===== config.mk =====
export PLATFORM = sky130hd
export DESIGN_NAME = venc1_rm_flat
export DESIGN_NICKNAME = d
export VERILOG_FILES = /design/src/rtl/venc1_rm_if.sv /design/src/rtl/venc1_rm.sv /design/src/flat_wrapper.sv
export SDC_FILE = /design/constraint.sdc
export NUM_CORES = 1
export LEC_CHECK = 0
export CAP_MARGIN = 10
export CORE_ASPECT_RATIO = 1.4
export CORE_MARGIN = 5
export CORE_UTILIZATION = 45
export DETAILED_ROUTE_END_ITERATION = 16
export PLACE_DENSITY = 0.67
export SYNTH_ARGS = -nofsm -noshare
export SYNTH_HDL_FRONTEND = slang
export SYNTH_SLANG_ARGS = --single-unit

===== constraint.sdc =====
create_clock -name clk -period 2.5 [get_ports clk]
set_input_delay 0.75 -clock clk [delete_from_list [all_inputs] [get_ports clk]]
set_output_delay 0.75 -clock clk [all_outputs]
set_load 0.1 [all_outputs]

===== src/rtl/venc1_rm_if.sv =====
// Handshake bundle between the rate-matching puncturer and its producer/consumer.
// The master side drives block control, coded input bits and output backpressure.
interface venc1_rm_if;
  logic       start;
  logic [1:0] hs_mode;
  logic       in_vld;
  logic       in_bit;
  logic       in_rdy;
  logic       out_vld;
  logic       out_bit;
  logic       out_last;
  logic       out_rdy;
  logic       busy;
  logic       done;
  logic       err;

  modport master (
    output start, hs_mode, in_vld, in_bit, out_rdy,
    input  in_rdy, out_vld, out_bit, out_last, busy, done, err
  );

  modport slave (
    input  start, hs_mode, in_vld, in_bit, out_rdy,
    output in_rdy, out_vld, out_bit, out_last, busy, done, err
  );
endinterface


===== src/rtl/venc1_rm.sv =====
// Transmit-side rate matching for HS-SCCH part1/part2 and AGCH: drops fixed
// puncture positions from the rate-1/3 coded stream and emits the kept bits.
module venc1_rm #(
  parameter int unsigned IDX_W = 8,
  parameter int unsigned CNT_W = 7
) (
  input logic       clk,
  input logic       rst,
  venc1_rm_if.slave bus
);

  typedef enum logic [1:0] {IDLE, RUN, DRAIN} state_t;

  state_t           state, state_nxt;
  logic [1:0]       mode_reg;
  logic [IDX_W-1:0] idx, idx_last;
  logic [CNT_W-1:0] ocnt, ocnt_last;
  logic [31:0]      idx_w;
  logic             out_vld_q, out_bit_q, out_last_q, done_q, err_q;
  logic             in_rdy, punct, accept, keep, launch, drained;

  assign bus.in_rdy   = in_rdy;
  assign bus.out_vld  = out_vld_q;
  assign bus.out_bit  = out_bit_q;
  assign bus.out_last = out_last_q;
  assign bus.busy     = (state != IDLE);
  assign bus.done     = done_q;
  assign bus.err      = err_q;

  assign accept = in_rdy & bus.in_vld;
  assign keep   = accept & ~punct;
  assign idx_w  = 32'(idx);

  always_comb begin
    idx_last  = IDX_W'(47);
    ocnt_last = CNT_W'(39);
    case (mode_reg)
      2'b01: begin idx_last = IDX_W'(110); ocnt_last = CNT_W'(79); end
      2'b10: begin idx_last = IDX_W'(89);  ocnt_last = CNT_W'(59); end
      default: ;
    endcase
  end

  always_comb begin
    punct = 1'b0;
    case (mode_reg)
      2'b00: punct = idx_w inside {0, 1, 3, 7, 41, 44, 46, 47};
      2'b01: punct = idx_w inside {[0:7], 11, 13, 14, 23, 41, 47, 53, 56, 59, 65, 68,
                                   95, 98, 100, 101, [103:110]};
      2'b10: punct = idx_w inside {0, 1, 4, 5, 6, 10, 11, 13, 14, 16, 22, 23, 30, 36, 43,
                                   46, 60, 62, 63, 70, 71, 74, 76, 79, [82:84], 86, 87, 89};
      default: punct = 1'b0;
    endcase
  end

  always_comb begin
    state_nxt = state;
    in_rdy    = 1'b0;
    launch    = 1'b0;
    drained   = 1'b0;
    case (state)
      IDLE: begin
        if (bus.start && bus.hs_mode != 2'b11) begin
          launch    = 1'b1;
          state_nxt = RUN;
        end
      end
      RUN: begin
        in_rdy = ~out_vld_q | bus.out_rdy;
        if (in_rdy && bus.in_vld && idx == idx_last) state_nxt = DRAIN;
      end
      DRAIN: begin
        // Done may fire in the same cycle the last held bit is taken.
        if (!out_vld_q || bus.out_rdy) begin
          drained   = 1'b1;
          state_nxt = IDLE;
        end
      end
      default: state_nxt = IDLE;
    endcase
  end

  always_ff @(posedge clk or posedge rst) begin
    if (rst) state <= IDLE;
    else     state <= state_nxt;
  end

  always_ff @(posedge clk or posedge rst) begin
    if (rst) begin
      mode_reg   <= '0;
      idx        <= '0;
      ocnt       <= '0;
      out_vld_q  <= 1'b0;
      out_bit_q  <= 1'b0;
      out_last_q <= 1'b0;
      done_q     <= 1'b0;
      err_q      <= 1'b0;
    end else begin
      done_q <= drained;
      err_q  <= (state == IDLE) && bus.start && (bus.hs_mode == 2'b11);
      if (launch) begin
        mode_reg <= bus.hs_mode;
        idx      <= '0;
        ocnt     <= '0;
      end else begin
        if (accept && idx != idx_last) idx  <= idx + 1'b1;
        if (keep && ocnt != ocnt_last) ocnt <= ocnt + 1'b1;
      end
      if (out_vld_q && bus.out_rdy) begin
        out_vld_q  <= 1'b0;
        out_last_q <= 1'b0;
      end
      if (keep) begin
        out_vld_q  <= 1'b1;
        out_bit_q  <= bus.in_bit;
        out_last_q <= (ocnt == ocnt_last);
      end
    end
  end

endmodule

===== src/flat_wrapper.sv =====
// flat-port wrapper written by rule: the top's interface ports become plain ports
module venc1_rm_flat 
#(
  parameter int unsigned IDX_W = 8,
  parameter int unsigned CNT_W = 7
)
  (clk, rst, bus_start, bus_hs_mode, bus_in_vld, bus_in_bit, bus_out_rdy, bus_in_rdy, bus_out_vld, bus_out_bit, bus_out_last, bus_busy, bus_done, bus_err);
  venc1_rm_if bus_i ();
  input logic clk;
  input logic rst;
  input wire logic [$bits(bus_i.start)-1:0] bus_start;
  input wire logic [$bits(bus_i.hs_mode)-1:0] bus_hs_mode;
  input wire logic [$bits(bus_i.in_vld)-1:0] bus_in_vld;
  input wire logic [$bits(bus_i.in_bit)-1:0] bus_in_bit;
  input wire logic [$bits(bus_i.out_rdy)-1:0] bus_out_rdy;
  output wire logic [$bits(bus_i.in_rdy)-1:0] bus_in_rdy;
  output wire logic [$bits(bus_i.out_vld)-1:0] bus_out_vld;
  output wire logic [$bits(bus_i.out_bit)-1:0] bus_out_bit;
  output wire logic [$bits(bus_i.out_last)-1:0] bus_out_last;
  output wire logic [$bits(bus_i.busy)-1:0] bus_busy;
  output wire logic [$bits(bus_i.done)-1:0] bus_done;
  output wire logic [$bits(bus_i.err)-1:0] bus_err;
  assign bus_i.start = bus_start;
  assign bus_i.hs_mode = bus_hs_mode;
  assign bus_i.in_vld = bus_in_vld;
  assign bus_i.in_bit = bus_in_bit;
  assign bus_i.out_rdy = bus_out_rdy;
  assign bus_in_rdy = bus_i.in_rdy;
  assign bus_out_vld = bus_i.out_vld;
  assign bus_out_bit = bus_i.out_bit;
  assign bus_out_last = bus_i.out_last;
  assign bus_busy = bus_i.busy;
  assign bus_done = bus_i.done;
  assign bus_err = bus_i.err;
  venc1_rm #(.IDX_W(IDX_W), .CNT_W(CNT_W)) u_core (.clk(clk), .rst(rst), .bus(bus_i));
endmodule

==> metrics.csv, run 1 <==
stage,metric,value,unit
timing,Clock Skew,0.0103,ns
timing,max-slew violations,0,
floorplan,Initial Utilization,46.8,%
synth,Mapped Cells,220,
outcome,status,"finished, violations left",
route,Via density,5.86,
min_path,Hold Path Stages,1,
route,drt pass-1 iters,4,
route,top sig layer,met4,
clocking,Max Root-Sink Buffers,2,
setup_path,origin of the critical flop-to-flop path,u_core.idx[0],
timing,period utilization,102,%
route,DR WL met2,2590,um
global_route,total track usage,17.1,%
route,Vias,1786,
setup_path,Worst EP arrival,2.75,ns
setup_path,CP Class,reg -> reg,
setup_path,Worst R2R Path Depth,10,
layout,Area growth syn-to-layout,35.6,%
floorplan,Die Y,85.9,um
timing,worst slew pin tran,0.566,ns
floorplan,core box area,3950,sq um
layout,"commonest non-fill, non-tap cell in the layout",buf_4,
layout,Layout Utilization,63.5,%
clocking,Skew-Pair Late Insertion Delay,0.27,ns
floorplan,Cell Rows,27,
layout,nets@finish,282,
clocking,root buffer cell,clkbuf_8,
synth,Most used DFF post-synth,dfrtp_1,
route,Iter 0 DRT Violations,132,
layout,Top Registers,"u_core.idx: 8 flops, u_core.ocnt: 7 flops",
layout,max reg flops,8,
timing,Final Critical Period,2.54,ns
place,Port-buffer cells,14,
global_route,grt ovf,0,
timing,Final Hold Viols,0,
min_path,Worst Hold Class,reg -> reg,
timing,"Setup violations, final",2,
floorplan,num ports,15,
timing,Max Fclk,0.394,GHz
synth,syn_nets,239,
route,Residual DRC,0,
synth,Post-synth EDFFs,0,
floorplan,Die ar.,5510,sq um
place,Post-DP HPWL,3440,um
clocking,Clock transition at path regs,0.09,ns
setup_path,Worst Setup End Kind,flip-flop,
synth,mapped cell area,1850,sq um
synth,synthesized flop and latch total,24,
layout,ANT cells,0,
clocking,TritonCTS clock tree,done,
setup_path,crit start category,flip-flop,
route,wire per inst,15.7,um
min_path,hold_sp,u_core.bus.out_bit,
layout,share of post-route cells with drive strength above 1,35.5,%
timing,post-route setup slack,-0.0405,ns
power,Pwr Total,2.86,mW
setup_path,crit-path max FO,5,
timing,unrepaired setup endpoints after global routing,yes,
power,maximum vdd drop,0.834,mV
layout,"commonest cells after routing, fill and taps aside","buf_4 (39), nor2_1 (29), dfrtp_1 (19)",
synth,"Distinct cells, synth",53,
power,pwr/cell area,1140,nW/um^2
synth,register area share after synthesis,32.5,%
floorplan,Die W,64.2,um
synth,"FFs w/ async S/R, synth",100,%
global_route,largest net degree at the start of global routing,25,
global_route,vias in the first global route,1683,
clocking,CTS sink count,24,
route,WL met3,176,um
layout,Largest Register,u_core.idx,
power,leakage power,1.07,nW
clocking,TritonCTS Buffers,3,
outcome,failing checks,negative setup slack,
route,DRT met1 WL,1900,um
setup_path,critical path startpoint,u_core.idx[0],
timing,slew margin rel.,61.9,%
flow_run,max_cap viols,0,
clocking,H-tree lvl count,1,
place,RD Place Congestion,0.954,
global_route,first-pass GRT wire length,7730,um
global_route,initial antenna violation count,0,
route,total wire length,4790,um
synth,Synth Area per Inst,8.41,sq um
route,Routed Antenna Nets,0,
synth,yosys warns,0,
setup_path,Critical Path RT,2.71,ns
-- cells in the mapped netlist, types with 2 or more instances --
cell type,instances,share of area (%)
nor2_1,31,6.3
dfrtp_1,24,32
nand3_1,14,3.8
nand2_1,13,2.6
o21ai_0,13,3.5
a21oi_1,12,3.2
ha_1,11,7.4
inv_1,9,1.8
buf_2,7,1.9
nor2b_1,6,2.0
or3_1,5,1.7
xor2_1,5,2.4
clkbuf_1,4,0.81
nand2b_1,4,1.4
mux2_2,3,1.8
nand3b_1,3,1.2
nor3_1,3,0.81
o211ai_1,3,1.2
o22ai_1,3,1.0
o31ai_1,3,1.2
o32ai_1,3,1.4
xnor2_1,3,1.4
a22oi_1,2,0.81
and2_1,2,0.68
and3_1,2,0.68
buf_6,2,1.2
mux2i_1,2,1.1
nand4b_1,2,0.95
or3b_2,2,0.95
-- kinds of logic (layout without fill, tap and decap cells) --
logic type	after synthesis	in the layout	share of synthesized area (%)
fa+ha+maj	11	11	7.44
simple gates	96	96	27.4
mux	5	5	2.91
buf+inv	22	64	5.75
xor+xnor	8	8	3.79
compound gates	54	54	20.3
flops	24	24	32.5
-- final timing paths --
| kind | to | slack, ns |
|---|---|---|
| hold reg to reg | u_core.bus.out_bit | 0.52 |
| hold / removal | u_core.bus.out_bit | 0.52 |
| setup / recovery | u_core.ocnt[5] | -0.04 |
| max in group asynchronous | u_core.bus.out_vld | 1.42 |
| setup reg to reg | u_core.ocnt[5] | -0.04 |
| min in group asynchronous | u_core.mode_reg[1] | 0.81 |
-- layer usage --
| metal | vias to the layer above | GRT usage, % |
|---|---|---|
| met3 | 14 | 2.49 |
| met4 | 0 | 6.85 |
| li1 | 870 | - |
| met2 | 55 | 30.5 |
| met5 | - | 0 |
| met1 | 847 | 20.3 |
-- through the flow --
stage	worst slack, ns	area [sq um]	cells	hold slack (ns)	TNS [ns]
4_1_cts	-0.0487	2380	302	0.529	-0.147
6_report	-0.0405	2510	305	0.524	-0.0521
5_1_grt	-0.161	2510	305	0.547	-0.495
3_3_place_gp	-0.0797	2250	298	0.491	-0.439
3_5_place_dp	-0.107	2250	298	0.511	-0.580
2_1_floorplan	0.00133	1910	220	0.488	0
-- power by group --
group	switching [mW]	leakage (nW)	internal, mW	total, mW
sequential	0.148	0.307	0.492	0.640
clock	0.130	0.0357	0.214	0.344
combinational	1.00	0.723	0.876	1.88
-- cell type report --
type / count / area [sq um]
Clock buffer: 3 / 41.3
Multi-Input combinational cell: 174 / 1310
Clock inverter: 1 / 30.0
Timing Repair Buffer: 51 / 424
Tap cell: 43 / 53.8
Sequential cell: 24 / 609
Fill cell: 335 / 1440
Inverter: 9 / 38.8
-- worst max-delay path, stage by stage (launching register included) --
cell      delay, ns
dfrtp_2        0.48
ha_4           0.20
buf_6          0.12
or3_4          0.37
a21oi_4        0.13
o32ai_2        0.10
a31o_2         0.28
a31oi_4        0.19
nand3b_4       0.11
or3_1          0.37
a21oi_2        0.13
-- timing repair --
action / in CTS / in global routing
hold endpoints to repair: 0 / 0
buffers inserted: 0 / 2
pin swaps: 3 / 9
endpoints found under the setup margin: 8 / 10
gates cloned: 0 / 1
resized for setup: 15 / 31
hold buffers: 0 / 0
Note: power is estimated with default switching activity, not from simulation.
==> run 2: changes to the inputs <==
CTS_BUF_LIST = sky130_fd_sc_hd__clkbuf_8   (was not set)
GPL_ROUTABILITY_DRIVEN = 0   (was not set)
==> metrics.csv, run 2 (synthesis gave the netlist of run 1 again) <==
stage,metric,value,unit,change
place,placed insts,294,,was 298
timing,Final Hold Viols,0,,unchanged
floorplan,Initial Utilization,46.8,%,unchanged
floorplan,core box area,3950,sq um,unchanged
global_route,total track usage,17.0,%,was 17.1%
layout,"commonest cells after routing, fill and taps aside","buf_4 (37), nor2_1 (29), dfrtp_1 (23)",,"was buf_4 (39), nor2_1 (29), dfrtp_1 (19)"
timing,Final Critical Period,2.59,ns,was 2.54 ns
clocking,CTS sink count,24,,unchanged
route,Vias,1792,,"was 1,786"
layout,Top Registers,"u_core.idx: 8 flops, u_core.ocnt: 7 flops",,unchanged
timing,period utilization,104,%,was 102%
layout,nets@finish,280,,was 282
setup_path,Worst Setup End Kind,flip-flop,,unchanged
place,Port-buffer cells,14,,unchanged
global_route,largest net degree at the start of global routing,25,,unchanged
setup_path,Critical Path RT,2.66,ns,was 2.71 ns
clocking,root buffer cell,clkbuf_8,,unchanged
setup_path,Worst Setup EP,u_core.ocnt[6],,was u_core.ocnt[5]
min_path,hold_sp,u_core.bus.out_bit,,unchanged
power,pwr/cell area,1110,nW/um^2,was 1140 nW/um^2
setup_path,critical path startpoint,u_core.idx[0],,unchanged
place,Area after DPL,2220,sq um,was 2250 sq um
layout,fillcell total,351,,was 335
timing,Clock Skew,0.00504,ns,was 0.0103 ns
power,leakage power,1.04,nW,was 1.07 nW
setup_path,Critical Path Max Stage Delay,0.55,ns,was 0.48 ns
route,total wire length,4700,um,was 4790 um
global_route,initial antenna violation count,0,,unchanged
clocking,H-tree lvl count,1,,unchanged
setup_path,origin of the critical flop-to-flop path,u_core.idx[0],,unchanged
timing,"Setup violations, final",7,,was 2
layout,max reg flops,8,,unchanged
timing,max-slew violations,0,,unchanged
setup_path,crit-path max FO,8,,was 5
timing,Max Fclk,0.385,GHz,was 0.394 GHz
setup_path,cell mode on critical path,buf_6,,
layout,ANT cells,0,,unchanged
layout,"commonest non-fill, non-tap cell in the layout",buf_4,,unchanged
timing,slew margin rel.,61.5,%,was 61.9%
setup_path,register-to-register setup slack,-0.09,ns,was -0.04 ns
route,drt pass-1 iters,4,,unchanged
setup_path,CP Class,reg -> reg,,unchanged
global_route,grt ovf,0,,unchanged
layout,Layout Utilization,60.9,%,was 63.5%
setup_path,Worst R2R Path Depth,11,,was 10
setup_path,Reg2Reg Capture Point,u_core.ocnt[6],,was u_core.ocnt[5]
clocking,Post-CTS Hold Buffers,0,,unchanged
route,Via density,5.91,,was 5.86
clocking,Clock transition at path regs,0.09,ns,about the same
clocking,Max Root-Sink Buffers,2,,unchanged
flow_run,max_cap viols,0,,unchanged
floorplan,Die W,64.2,um,unchanged
outcome,failing checks,negative setup slack,,unchanged
setup_path,slowest CP cell,or4_4,,was dfrtp_2
power,Pwr Total,2.68,mW,was 2.86 mW
place,Post-DP HPWL,3380,um,was 3440 um
floorplan,Die ar.,5510,sq um,unchanged
global_route,vias in the first global route,1686,,"was 1,683"
layout,Largest Register,u_core.idx,,unchanged
floorplan,Die Y,85.9,um,unchanged
layout,Area growth syn-to-layout,30.1,%,was 35.6%
setup_path,crit path cell chain,buf_6 > ha_4 > nor2b_4 > a21oi_1 > o22ai_1 > or4_4 > a31oi_4 > nand3b_4 > buf_6 > o21ai_0 > a21oi_2,,was ha_4 > buf_6 > or3_4 > a21oi_4 > o32ai_2 > a31o_2 > a31oi_4 > nand3b_4 > or3_1 > a21oi_2
setup_path,Worst EP arrival,2.75,ns,about the same
floorplan,Cell Rows,27,,unchanged
setup_path,crit start category,flip-flop,,unchanged
timing,post-route setup slack,-0.0947,ns,was -0.0405 ns
power,maximum vdd drop,0.697,mV,was 0.834 mV
timing,Hold Slack,0.526,ns,was 0.524 ns
outcome,status,"finished, violations left",,unchanged
timing,unrepaired setup endpoints after global routing,yes,,unchanged
floorplan,num ports,15,,unchanged
route,wire per inst,15.5,um,was 15.7 um
layout,share of post-route cells with drive strength above 1,30.0,%,was 35.5%
route,Residual DRC,0,,unchanged
min_path,Worst Hold Class,reg -> reg,,unchanged
route,Routed Antenna Nets,0,,unchanged
timing,worst slew pin tran,0.572,ns,was 0.566 ns
global_route,first-pass GRT wire length,7610,um,was 7730 um
clocking,TritonCTS clock tree,done,,unchanged
layout,post-route cell area,2410,sq um,was 2510 sq um
clocking,TritonCTS Buffers,3,,unchanged
route,Iter 0 DRT Violations,130,,was 132
clocking,Skew-Pair Late Insertion Delay,0.27,ns,about the same
layout,final non-filler cell total,303,,was 305
run 2: cell types whose count changed in the layout (fill, tap and decap cells not counted), sizes merged:
| cell | delta |
|---|---|
| buf | -2 |
| dlygate4sd2 | +1 |
| dlymetal6s2s | -1 |
run 2: critical path: cells and delay by family (launching register included):
| family | cells | cell delay [ns] |
|---|---|---|
| and+or+nand+nor | 3 | 0.81 |
| buffers and inverters | 2 | 0.28 |
| AOI/OAI and AO/OA | 5 | 0.77 |
| DFF | 1 | 0.44 |
| adders and majority gates | 1 | 0.18 |
run 2: metrics by stage:
step / setup TNS, ns / setup WS [ns]
2_1_floorplan: 0 / 0.00133
3_3_place_gp: -0.473 / -0.0820
3_5_place_dp: -0.752 / -0.131
4_1_cts: -0.133 / -0.0399
5_1_grt: -1.47 / -0.197
6_report: -0.482 / -0.0947
run 2: per-layer routing:
metal / track usage, % / vias to the layer above / routed length, um
li1: - / 867 / -
met1: 19.8 / 863 / 1900
met2: 31.5 / 44 / 2520
met3: 1.57 / 18 / 123
met4: 6.48 / 0 / 165
met5: 0 / - / 0
run 2: report_power, final:
part | switching [mW] | internal, mW
clock network | 0.125 | 0.214
registers | 0.126 | 0.487
logic | 0.940 | 0.787
run 2: timing repair:
item                                    CTS  global route
setup buffers                             1             3
resized for setup                        10            16
endpoints found under the hold margin     0             0
pin swaps                                 1            13
endpoints found under the setup margin    8            14
gates cloned                              0             1
run 2: how the worst min path moves through the flow:
stage,to,slack [ns],cells after the start
CTS,u_core.bus.out_bit,0.53,1
global route,u_core.bus.out_bit,0.58,1
detailed placement,u_core.bus.out_bit,0.51,1
floorplan,u_core.ocnt[4],0.49,1
finish,u_core.bus.out_bit,0.53,1
global placement,u_core.bus.out_bit,0.49,1
run 2: cell type report:
cell class | count | area, sq um | area share, %
timing repair buffer | 49 | 405 | 16.8
clock inverter | 1 | 30.0 | 1.25
sequential | 24 | 604 | 25.1
tap | 43 | 53.8 | 2.23
clock buffer | 3 | 41.3 | 1.72
inverter | 9 | 33.8 | 1.40
multi-input combinational | 174 | 1240 | 51.5
==> run 3: changes to the inputs <==
ABC_AREA = 1   (was not set)
PLACE_DENSITY = 0.77   (was 0.67)
SKIP_LAST_GASP = 1   (was not set)
==> metrics.csv, run 3 <==
stage,metric,value,unit,change
route,Residual DRC,0,,unchanged
power,Pwr Total,2.78,mW,was 2.68 mW
setup_path,register-to-register setup slack,0.27,ns,was -0.09 ns
clocking,Skew-Pair Late Insertion Delay,0.27,ns,about the same
route,drt pass-1 iters,4,,unchanged
floorplan,Cell Rows,28,,was 27
clocking,root buffer cell,clkbuf_8,,unchanged
layout,"commonest non-fill, non-tap cell in the layout",nand2_1,,was buf_4
power,clock share of power,12.2,%,was 12.7%
setup_path,Critical Path RT,1.75,ns,was 2.66 ns
setup_path,crit start category,primary input,,was flip-flop
timing,Final Hold Viols,0,,unchanged
synth,yosys warns,0,,unchanged
global_route,grt met1 use,22.5,%,was 19.8%
synth,mapped cell area,1960,sq um,was 1850 sq um
layout,Area growth syn-to-layout,14.9,%,was 30.1%
synth,syn_nets,320,,was 239
setup_path,Worst EP arrival,1.64,ns,was 2.75 ns
floorplan,core box area,4240,sq um,was 3950 sq um
synth,synthesized flop and latch total,24,,unchanged
synth,Synth area leaders,"dfrtp_1 (31%), nand2_1 (17%), nor2_1 (9.2%)",,"was dfrtp_1 (32%), ha_1 (7.4%), nor2_1 (6.3%)"
route,Iter 0 DRT Violations,124,,was 130
outcome,status,"complete, no violations",,"was finished, violations left"
synth,Most used DFF post-synth,dfrtp_1,,unchanged
setup_path,Worst Setup End Kind,output port,,was flip-flop
global_route,met3 usage,1.67,%,was 1.57%
global_route,total track usage,18.5,%,was 17.0%
synth,register area share after synthesis,30.6,%,was 32.5%
timing,"Setup violations, final",0,,was 7
power,Switching Share,54.0,%,was 44.5%
setup_path,CP Class,in -> out,,was reg -> reg
layout,"commonest cells after routing, fill and taps aside","nand2_1 (89), nor2_1 (47), inv_1 (30)",,"was buf_4 (37), nor2_1 (29), dfrtp_1 (23)"
global_route,grt ovf,0,,unchanged
synth,Mapped Cells,301,,was 220
global_route,GR Layer Usage met2,32.3,%,was 31.5%
clocking,H-tree lvl count,1,,unchanged
timing,Hold Slack,0.499,ns,was 0.526 ns
floorplan,Initial Utilization,46.3,%,was 46.8%
floorplan,Die W,65.8,um,was 64.2 um
route,total wire length,4630,um,was 4700 um
layout,ANT cells,0,,unchanged
clocking,CTS sink count,24,,unchanged
global_route,GRT Max-Usage Layer,met2,,unchanged
timing,unrepaired setup endpoints after global routing,no,,was yes
place,Port-buffer cells,14,,unchanged
synth,Yosys top cell by area,dfrtp_1,,unchanged
floorplan,num ports,15,,unchanged
power,maximum vdd drop,0.933,mV,was 0.697 mV
global_route,initial antenna violation count,0,,unchanged
synth,"Distinct cells, synth",31,,was 53
synth,"FFs w/ async S/R, synth",100,%,unchanged
clocking,Max Root-Sink Buffers,2,,unchanged
route,Via density,5.05,,was 5.91
synth,Synth Area per Inst,6.52,sq um,was 8.41 sq um
layout,Top Registers,"u_core.idx: 8 flops, u_core.ocnt: 7 flops",,unchanged
layout,share of post-route cells with drive strength above 1,11.2,%,was 30.0%
route,Routed Antenna Nets,0,,unchanged
flow_run,max_cap viols,0,,unchanged
min_path,Worst Hold Class,reg -> reg,,unchanged
power,Logic pwr share,63.2,%,was 64.5%
floorplan,Die Y,88.1,um,was 85.9 um
global_route,largest net degree at the start of global routing,25,,unchanged
layout,max reg flops,8,,unchanged
clocking,TritonCTS clock tree,done,,unchanged
timing,slew margin rel.,73.8,%,was 61.5%
place,Post-DP HPWL,3650,um,was 3380 um
synth,Synth top area share,30.6,%,was 32.5%
power,Pint,1.28,mW,was 1.49 mW
power,Sw Pwr,1.50,mW,was 1.19 mW
timing,Clock Skew,0.00512,ns,was 0.00504 ns
synth,Post-synth EDFFs,0,,unchanged
clocking,Clock transition at path regs,0.09,ns,about the same
clocking,Post-CTS Hold Buffers,0,,unchanged
setup_path,crit-path max FO,3,,was 8
floorplan,Die ar.,5800,sq um,was 5510 sq um
global_route,first-pass GRT wire length,8600,um,was 7610 um
power,pwr/cell area,1230,nW/um^2,was 1110 nW/um^2
clocking,TritonCTS Buffers,3,,unchanged
synth,Post-synth top cells,"nand2_1 (89), nor2_1 (48), inv_1 (31)",,"was nor2_1 (31), dfrtp_1 (24), nand3_1 (14)"
layout,nets@finish,341,,was 280
synth,most common cell in the synthesized netlist,nand2_1,,was nor2_1
power,Reg power frac,24.6,%,was 22.9%
timing,Fin Setup TNS,0,ns,was -0.482 ns
power,leakage power,1.18,nW,was 1.04 nW
timing,period utilization,95.8,%,was 104%
global_route,vias in the first global route,1969,,"was 1,686"
timing,max-slew violations,0,,unchanged
route,Vias,1925,,"was 1,792"
timing,Max Fclk,0.418,GHz,was 0.385 GHz
route,wire per inst,12.1,um,was 15.5 um
layout,fillcell total,410,,was 351
layout,Largest Register,u_core.idx,,unchanged
timing,worst slew pin tran,0.391,ns,was 0.572 ns
timing,Final Critical Period,2.39,ns,was 2.59 ns
run 3: cell types whose count changed after synthesis, sizes merged, moves of 5 or more:
cell   before  now
inv         9   35
nand2      13   95
or3         5    0
nor2       31   50
buf         9    2
nor2b       7    0
nand3      14   29
run 3: kinds of logic after synthesis:
logic type                 after synthesis  synth area share [%]
AOI/OAI and AO/OA                       32                  9.31
buffers and inverters                   41                  8.99
xor gates and xnor gates                 8                  3.57
adders and majority gates               11                  7.02
DFF                                     24                  30.6
and+or+nand+nor                        185                  40.5
run 3: layout make-up:
type | instances | area, sq um | area share [%]
inverter | 37 | 139 | 6.16
clock buffer | 3 | 41.3 | 1.83
tap | 60 | 75.1 | 3.33
timing repair buffer | 20 | 180 | 7.99
clock inverter | 1 | 30.0 | 1.33
multi-input combinational | 236 | 1190 | 52.7
sequential | 24 | 602 | 26.7
run 3: power by group through the flow:
| stage | Clock, mW | Sequential [mW] | Combinational, mW |
|---|---|---|---|
| 2_1_floorplan | 0 | 0.827 | 1.16 |
| 3_3_place_gp | 0 | 0.691 | 1.68 |
| 3_5_place_dp | 0 | 0.694 | 1.70 |
| 4_1_cts | 0.346 | 0.685 | 1.71 |
| 5_1_grt | 0.370 | 0.709 | 1.95 |
| 6_report | 0.339 | 0.683 | 1.75 |
run 3: path summary, 6_finish.rpt:
check,start,endpoint,depth (start not counted)
setup / recovery,bus_out_rdy,bus_in_rdy,4
hold / removal,u_core.bus.out_bit,u_core.bus.out_bit,2
min in group asynchronous,rst,u_core.bus.done,3
setup reg to reg,u_core.idx[1],u_core.ocnt[4],14
max in group asynchronous,rst,u_core.idx[0],3
hold reg to reg,u_core.bus.out_bit,u_core.bus.out_bit,2
run 3: repair_timing:
action,4_1_cts,5_1_grt
buffers inserted,0,3
endpoints found under the setup margin,0,9
resized for setup,0,2
run 3: metrics by stage:
| stage | setup WS [ns] | instances | cell area, sq um | util, % |
|---|---|---|---|---|
| finish | 0.106 | 381 | 2250 | 53.2 |
| detailed placement | 0.0401 | 374 | 2160 | 50.9 |
| global route | 0.00598 | 381 | 2250 | 53.2 |
| global placement | 0.116 | 374 | 2160 | 50.9 |
| CTS | 0.0987 | 378 | 2230 | 52.6 |
| floorplan | 0.000580 | 301 | 1960 | - |
run 3: per-layer routing:
metal	up-vias	part of all wire, %
met4	0	3.0
met3	12	2.0
met2	34	52
met5	-	0
li1	999	-
met1	880	43
run 3: critical path, stage by stage:
cell and delay, ns:
clkdlybuf4s50_1 0.48, nor2_1 0.08, nor2_2 0.15, buf_12 0.19
